==> src/rtl/matrix_pkg.sv <==
// Shared types for the matrix output path: element width, element type and
// the row accumulator state encoding.
package matrix_pkg;
  localparam int DATA_W = 16;
  typedef logic [DATA_W-1:0] elem_t;
  typedef enum logic {ACCUM, DONE} acc_state_t;
endpackage

==> src/rtl/sixtnBitAdder.sv <==
// 16-bit ripple-carry adder/subtractor: sum = a + (b ^ {16{subtract}}) + (Cin0 ^ subtract).
// C15 is the carry out of bit 15.
module sixtnBitAdder
  import matrix_pkg::*;
(
  input  elem_t a,
  input  elem_t b,
  input  logic  Cin0,
  input  logic  subtract,
  output elem_t sum,
  output logic  C15
);
  elem_t             bx;
  logic [DATA_W:0]   c;

  always_comb begin
    bx   = b ^ {DATA_W{subtract}};
    c    = '0;
    sum  = '0;
    c[0] = Cin0 ^ subtract;
    for (int unsigned i = 0; i < DATA_W; i++) begin
      sum[i]   = a[i] ^ bx[i] ^ c[i];
      c[i+1]   = (a[i] & bx[i]) | (c[i] & (a[i] ^ bx[i]));
    end
    C15 = c[DATA_W];
  end
endmodule

==> src/rtl/row_accumulator_16.sv <==
// Accumulates LEN 16-bit elements (add or subtract each) into a row sum and
// presents it with a sticky carry/borrow flag over a valid/ready handshake.
module row_accumulator_16
  import matrix_pkg::*;
#(
  parameter int unsigned LEN = 4,
  parameter int unsigned CW  = 8
) (
  input  logic              clk,
  input  logic              reset,
  input  logic              flush,
  input  logic              in_valid,
  output logic              in_ready,
  input  logic [DATA_W-1:0] in_data,
  input  logic              in_sub,
  output logic              out_valid,
  input  logic              out_ready,
  output logic [DATA_W-1:0] out_sum,
  output logic              out_ovf
);
  acc_state_t    state, state_n;
  elem_t         acc, acc_n, add_sum;
  logic [CW-1:0] cnt, cnt_n;
  logic          ovf, ovf_n;
  logic          c15, step_ovf;

  sixtnBitAdder u_adder (
    .a        (acc),
    .b        (in_data),
    .Cin0     (1'b0),
    .subtract (in_sub),
    .sum      (add_sum),
    .C15      (c15)
  );

  // Carry-out on add; missing carry-out means a borrow on subtract.
  assign step_ovf = in_sub ? ~c15 : c15;

  assign in_ready  = (state == ACCUM);
  assign out_valid = (state == DONE);
  assign out_sum   = acc;
  assign out_ovf   = ovf;

  always_comb begin
    state_n = state;
    acc_n   = acc;
    cnt_n   = cnt;
    ovf_n   = ovf;
    if (flush) begin
      state_n = ACCUM;
      acc_n   = '0;
      cnt_n   = '0;
      ovf_n   = 1'b0;
    end else begin
      unique case (state)
        ACCUM: begin
          if (in_valid) begin
            acc_n = add_sum;
            ovf_n = ovf | step_ovf;
            if (cnt == CW'(LEN - 1)) begin
              cnt_n   = '0;
              state_n = DONE;
            end else begin
              cnt_n = cnt + CW'(1);
            end
          end
        end
        DONE: begin
          if (out_ready) begin
            acc_n   = '0;
            ovf_n   = 1'b0;
            state_n = ACCUM;
          end
        end
        default: state_n = ACCUM;
      endcase
    end
  end

  always_ff @(posedge clk) begin
    if (reset) begin
      state <= ACCUM;
      acc   <= '0;
      cnt   <= '0;
      ovf   <= 1'b0;
    end else begin
      state <= state_n;
      acc   <= acc_n;
      cnt   <= cnt_n;
      ovf   <= ovf_n;
    end
  end
endmodule

==> config.mk <==
export PLATFORM = sky130hd
export DESIGN_NAME = row_accumulator_16
export DESIGN_NICKNAME = d
export VERILOG_FILES = /design/src/rtl/matrix_pkg.sv /design/src/rtl/sixtnBitAdder.sv /design/src/rtl/row_accumulator_16.sv
export SDC_FILE = /design/constraint.sdc
export NUM_CORES = 1
export LEC_CHECK = 0
export CAP_MARGIN = 20
export CORE_MARGIN = 8
export CORE_UTILIZATION = 30
export CTS_CLUSTER_SIZE = 40
export DETAILED_ROUTE_END_ITERATION = 12
export PLACE_DENSITY_LB_ADDON = 0.25
export SLEW_MARGIN = 25
export SYNTH_ARGS = -nofsm -noshare
export SYNTH_HDL_FRONTEND = slang
export SYNTH_HIERARCHICAL = 1
export SYNTH_SLANG_ARGS = --single-unit
==> constraint.sdc <==
create_clock -name clk -period 8.2 [get_ports clk]
set_clock_uncertainty 0.15 [all_clocks]
set_input_delay 0.82 -clock clk [delete_from_list [all_inputs] [get_ports clk]]
set_output_delay 0.82 -clock clk [all_outputs]
set_load 0.05 [all_outputs]
## After elaboration in Yosys (flattened, before gate mapping)

Index checks and enable logic that the tools add are counted.

| word-level totals | value |
|---|---|
| bits in writable memories | 0 |
| memory bits (read-only) | 0 |
| output and inout bits | 19 |
| bits of input ports | 22 |
| logic and storage cells | 107 |
| register bits | 26 |
| memories | 0 |
| latch bits | 0 |

| cells by class | value |
|---|---|
| divide/modulo/power cells | 0 |
| eq/ne operators | 3 |
| reduce and logical (&&, ||, !) cells | 3 |
| multiply operators | 0 |
| shift operators | 0 |
| $add $sub $neg | 1 |
| $lt $le $gt $ge | 0 |
| mux-type cells | 12 |
| bitwise logic cells | 84 |

Operator list:

| operator | count |
|---|---|
| 1-bit bitwise AND | 32 |
| 16-bit two-way mux | 2 |
| 16-bit one-hot mux with 2 select lines | 1 |
| 1-bit bitwise XOR | 32 |
| 1-bit bitwise OR | 17 |
| 16-bit bitwise XOR | 1 |
| 8-bit by 1-bit adder with 8-bit output (second input constant) | 1 |
| 8-bit by 2-bit equality test with 1-bit output (second input constant) | 1 |
| 8-bit two-way mux | 1 |
| 1-bit two-way mux | 6 |
| 2-bit != test (second input constant) | 2 |
| 1-bit one-hot mux with 2 select lines | 2 |
| 2-bit AND reduction | 2 |
| 1-bit inverter | 2 |
| 2-bit OR reduction | 1 |

## Longest topological paths before layout

| logic depth | value |
|---|---|
| depth after elaboration | 39 |
| gate-level depth with buffers | 23 |
| mapped depth without buffers | 22 |

## Cells and area by module

Netlist, hierarchy kept.

By module, submodules not included:

| module | seq. area each (µm²) | area an instance (µm²) | cells each | times used |
|---|---|---|---|---|
| row_accumulator_16 | 520.5 | 1,013.5 | 106 | 1 |
| sixtnBitAdder | 0.0 | 613.1 | 65 | 1 |

## Worst setup path before layout

OpenSTA, ideal clock, no wires.

| timing path | value |
|---|---|
| kind | in2reg |
| start point | input port in_sub |
| end point | register acc[15] (netlist: out_sum[15]) |
| path slack | 0.606 ns |
| path buffers | 1 |
| stages on the path | 22 |
| setup time | 0.128 ns |
| arrival time | 7.316 ns |
| data required time | 7.922 ns |
| path through | buf_6 xor2_1 fa_1 inv_1 fa_1 fa_1 fa_1 fa_1 fa_1 fa_1 fa_1 fa_1 fa_1 fa_1 fa_1 fa_1 fa_1 fa_1 inv_1 fa_1 a22oi_1 nor2_1 |

| on the way | value |
|---|---|
| cells in the longest elaborated chain, start to end | 35 |
| elaborated cells on any way between the ends | 65 |
| those cells by class | 2 x mux; 63 x bitwise |

Ends and longest elaborated chain:

| item | RTL line | source |
|---|---|---|
| start: declaration | row_accumulator_16.sv:15 | `input logic in_sub,` |
| 16-bit bitwise XOR | sixtnBitAdder.sv:17 | `bx = b ^ {DATA_W{subtract}};` |
| 1-bit bitwise XOR | sixtnBitAdder.sv:23 | `c[i+1] = (a[i] & bx[i]) \| (c[i] & (a[i] ^ bx[i]));` |
| 1-bit bitwise AND | sixtnBitAdder.sv:23 |  |
| 1-bit bitwise OR | sixtnBitAdder.sv:23 |  |
| 1-bit bitwise AND | sixtnBitAdder.sv:23 |  |
| 1-bit bitwise OR | sixtnBitAdder.sv:23 |  |
| 1-bit bitwise AND | sixtnBitAdder.sv:23 |  |
| 1-bit bitwise OR | sixtnBitAdder.sv:23 |  |
| [... 20 more ...] | -- |  |
| 1-bit bitwise AND | sixtnBitAdder.sv:23 |  |
| 1-bit bitwise OR | sixtnBitAdder.sv:23 |  |
| 1-bit bitwise AND | sixtnBitAdder.sv:23 |  |
| 1-bit bitwise OR | sixtnBitAdder.sv:23 |  |
| 1-bit bitwise XOR (*) | sixtnBitAdder.sv:22 | `sum[i] = a[i] ^ bx[i] ^ c[i];` |
| net add_sum[15] | row_accumulator_16.sv:22 | `elem_t acc, acc_n, add_sum;` |
| 16-bit two-way mux (*) | row_accumulator_16.sv:57 | `if (in_valid) begin` |
| 16-bit one-hot mux with 2 select lines (*) | row_accumulator_16.sv:55 | `unique case (state)` |
| end signal: assignment | row_accumulator_16.sv:88 | `acc <= acc_n;` |
| end: declaration | row_accumulator_16.sv:22 |  |

The timed path passes the listed nets; every way through them passes the cells marked *. The select of a mux whose other input is x is not followed.
A chain may end at the register's enable or synchronous reset.

## Final worst setup path

| timing path | value |
|---|---|
| start point | input port in_data[0] |
| end point | register acc[15] (netlist: out_sum[15]) |

| on the way | value |
|---|---|
| cells in the longest elaborated chain, start to end | 35 |
| elaborated cells on any way between the ends | 36 |
| those cells by class | 2 x mux; 34 x bitwise |

Ends and longest elaborated chain:

| item | RTL line | source |
|---|---|---|
| start: declaration | row_accumulator_16.sv:14 | `input logic [DATA_W-1:0] in_data,` |
| 16-bit bitwise XOR (*) | sixtnBitAdder.sv:17 |  |
| 1-bit bitwise XOR | sixtnBitAdder.sv:23 |  |
| 1-bit bitwise AND | sixtnBitAdder.sv:23 |  |
| 1-bit bitwise OR (*) | sixtnBitAdder.sv:23 |  |
| 1-bit bitwise AND (*) | sixtnBitAdder.sv:23 |  |
| 1-bit bitwise OR (*) | sixtnBitAdder.sv:23 |  |
| 1-bit bitwise AND (*) | sixtnBitAdder.sv:23 |  |
| 1-bit bitwise OR (*) | sixtnBitAdder.sv:23 |  |
| [... 20 more ...] | -- |  |
| 1-bit bitwise AND (*) | sixtnBitAdder.sv:23 |  |
| 1-bit bitwise OR (*) | sixtnBitAdder.sv:23 |  |
| 1-bit bitwise AND (*) | sixtnBitAdder.sv:23 |  |
| 1-bit bitwise OR (*) | sixtnBitAdder.sv:23 |  |
| 1-bit bitwise XOR (*) | sixtnBitAdder.sv:22 |  |
| net add_sum[15] | row_accumulator_16.sv:22 |  |
| 16-bit two-way mux (*) | row_accumulator_16.sv:57 |  |
| 16-bit one-hot mux with 2 select lines (*) | row_accumulator_16.sv:55 |  |

Marked as above.

==> impl_metrics.py <==
metrics = {
    "status": {
        "status": "finished, final reports clean",
    },
    "logic_synthesis": {
        "synth_area_leader_cell": "dfxtp_1",
        "syn_area_per_cell_sq_um": 9.51,
        "synth_warnings": 6,
        "synth_area_leaders": "dfxtp_1 32%, fa_1 20%, xnor2_1 8.6%",
        "ys_ff_latch": 26,
        "synth_area_sq_um": 1630,
        "synth_most_common_cell": "inv_1",
        "yosysSeqAreaShare": 0.320,
        "synth_top_area_share": 0.320,
        "synth_ff_type": "dfxtp_1",
        "ys_top_cells_by_count": "32 x inv_1, 26 x dfxtp_1, 20 x nor2_1",
        "syn_nets": 210,
        "ys_types": 30,
        "synth-edff-count": 0,
        "synthArstFlopShare": 0,
        "postSynthCellCount": 171,
    },
    "clock_tree": {
        "cts_buffers": 3,
        "clock_sinks": 26,
        "cts_resized": 0,
        "clockBufferDepth": 2,
        "cts_hold_buf": 0,
        "post_cts_buffers": 0,
        "htreeDepth": 1,
        "clockRootBuffer": "clkbuf_8",
        "insertion_delay_ps": 270,
        "clk_pin_slew_ps": 90,
        "cts_tree": "yes",
    },
    "sta": {
        "final.period_utilization": 0.960,
        "fmax_mhz": 127,
        "slew_headroom": 0.639,
        "setup_viol": 0,
        "whs_ps": 377,
        "fin_tns_setup_ps": 0,
        "fin_crit_ps": 7870,
        "slew_viol_final": 0,
        "final_hold_viol_count": 0,
        "setup_ws_ps": 327,
        "grt_setup_unrepaired": "no",
        "worst_pin_slew_ps": 540,
    },
    "final_layout": {
        "nets": 252,
        "fillers": 532,
        "layout-drive-gt1-share": 0.0660,
        "syn2layout_area_growth_pct": 32.9,
        "diodes": 0,
    },
    "critical_path": {
        "arrival_ps": 7880,
        "path_class": "primary input to flip-flop",
        "r2r_cells": 20,
        "cp_slowest_stage_delay_ps": 520,
        "r2r_start": "out_sum[0]$_SDFFE_PP0P_",
        "r2r_slack_ps": 1160,
        "path_depth": 22,
        "cp_max_fo": 1,
        "critPathLaunchType": "primary input",
        "cp_num_buf_inv": 3,
        "critPathCaptureType": "flip-flop",
        "r2r_end": "out_sum[15]$_SDFFE_PP0P_",
        "slowest_stage": "clkdlybuf4s50_1",
        "crit_chain": "clkdlybuf4s50_1 -> xor2_2 -> fa_1 -> inv_1 -> fa_1 -> fa_1 -> fa_1 -> fa_1 -> fa_1 -> fa_2 -> fa_1 -> fa_1 -> fa_1 -> fa_1 -> fa_1 -> fa_1 -> fa_1 -> fa_1 -> inv_1 -> fa_1 -> a22oi_1 -> nor2_1",
        "crit_path_frequent_cell": "fa_1",
        "cp_top_family": "adder cells",
        "cp.required_ps": 8200,
        "cp-endpoint": "out_sum[15]$_SDFFE_PP0P_",
        "crit_start": "in_data[0]",
    },
    "grt": {
        "use_met3": 0.0282,
        "antenna_found_initial": 0,
        "grt_overflow": 0,
        "grt_pass1_vias": 1256,
        "busiest_layer": "met2",
        "met2_usage": 0.152,
        "gr-usage-all-layers": 0.101,
        "grt_max_degree": 19,
        "grt_pass1_wl_um": 6180,
        "met1_usage": 0.137,
    },
    "die": {
        "ios": 41,
        "fp.coreArea_sq_um": 5370,
        "die_area_sq_um": 8030,
        "initial_core_util": 0.303,
        "die_width_um": 89.6,
        "std_cell_rows": 27,
        "fp.dieH_um": 89.6,
    },
    "power_and_ir_drop": {
        "p_leak_nw": 0.764,
        "p_total_mw": 0.321,
        "power_density_nw_per_um2": 149,
        "ir_drop_mv": 0.0819,
    },
    "route": {
        "detail_route.iter0.violations": 21,
        "drtAntennaViolNets": 0,
        "routed_wl_um": 3670,
        "drtPass1Iterations": 4,
        "drc_errors": 0,
        "vias": 1228,
        "via_per_inst": 4.32,
        "routedWlPerCell_um": 12.9,
    },
    "run": {
        "drv_cap": 0,
    },
    "place": {
        "port_buffers": 40,
        "dp_hpwl_um": 2790,
        "place_ws_ps": -160,
        "gp_congestion": 0.763,
    },
    "min_path": {
        "hp-class": "flip-flop to flip-flop",
        "holdCritStartpoint": "cnt[4]$_SDFFE_PP0P_",
    },
}
## worst min-delay path by stage
stage                     slack [ps]                      end  cells after the start
after floorplan                  330      cnt[5]$_SDFFE_PP0P_                      2
after global placement           360      cnt[4]$_SDFFE_PP0P_                      2
after detailed placement         370  out_sum[7]$_SDFFE_PP0P_                      2
after CTS                        380      cnt[4]$_SDFFE_PP0P_                      2
after global routing             410     out_ovf$_SDFFE_PP0P_                      2
final                            380      cnt[4]$_SDFFE_PP0P_                      2
## cells by family (layout without fill, tap and decap cells)
| group | after synthesis | after routing | share of synthesized area |
|---|---|---|---|
| other cells | 1 | 1 | 0.00231 |
| xor+xnor | 20 | 20 | 0.108 |
| simple gates | 36 | 36 | 0.113 |
| flops | 26 | 26 | 0.320 |
| fa+ha+maj | 17 | 17 | 0.205 |
| compound gates | 30 | 30 | 0.134 |
| mux | 2 | 2 | 0.0123 |
| buf+inv | 39 | 80 | 0.106 |
## cells in the final DEF (no fill, tap or decap), drive strengths merged
cell type      synthesis  routed
nand3                  1       1
or3                    4       4
xnor2                 16      16
ha                     1       1
o31ai                  1       1
dfxtp                 26      26
dlymetal6s2s           0       1
a21oi                  7       7
nand2b                 1       1
clkdlybuf4s50          0      39
fa                    16      16
buf                    4       4
o41ai                  1       1
nand2                  2       2
a211oi                 1       1
nand4b                 1       1
nor2                  20      20
a22oi                 16      16
mux2i                  2       2
or2                    1       1
nand3b                 1       1
or4                    3       3
nor2b                  1       1
clkbuf                 3       4
o21ai                  4       4
conb                   1       1
inv                   32      32
xor2                   4       4
nand4                  1       1
## worst reg2reg max path, cell delays in order (launching register included)
cell	delay [ps]
dfxtp_1	400
fa_1	190
inv_1	60
fa_1	380
fa_1	390
fa_1	380
fa_1	390
fa_1	400
fa_2	370
fa_1	390
fa_1	380
fa_1	390
fa_1	400
fa_1	390
fa_1	390
fa_1	390
fa_1	370
inv_1	80
fa_1	400
a22oi_1	180
nor2_1	50
## metrics by stage
stage | area (sq um) | util | std cells
6_report | 2160 | 0.403 | 284
5_1_grt | 2160 | 0.403 | 284
4_1_cts | 2150 | 0.400 | 284
3_5_place_dp | 2090 | 0.390 | 280
3_3_place_gp | 2090 | 0.390 | 280
2_1_floorplan | 1630 | - | 171
## cell type report
type / instances / area (sq um) / share of cell area
multi-input cells: 106 / 943 / 0.436
flip-flops and latches: 26 / 520 / 0.241
repair buffers: 44 / 433 / 0.200
inverters: 32 / 120 / 0.0556
well taps: 72 / 90.1 / 0.0417
clock buffers: 4 / 55.1 / 0.0255
## power by group
part	internal (mW)	switching, mW
clock network	0.0429	0.0416
registers	0.131	0.00450
logic	0.0455	0.0551
## routing by layer
layer  up-vias  wire, um
met2        34      1710
met4         0        40
met5         -         0
li1        627         -
met3         2       259
met1       565      1650
## state kept, by name, indices dropped and copies added (netlist names)
name and flops:
out_ovf 1, out_valid 1, cnt 8, out_sum 16
Note: power is estimated with default switching activity, not from simulation.
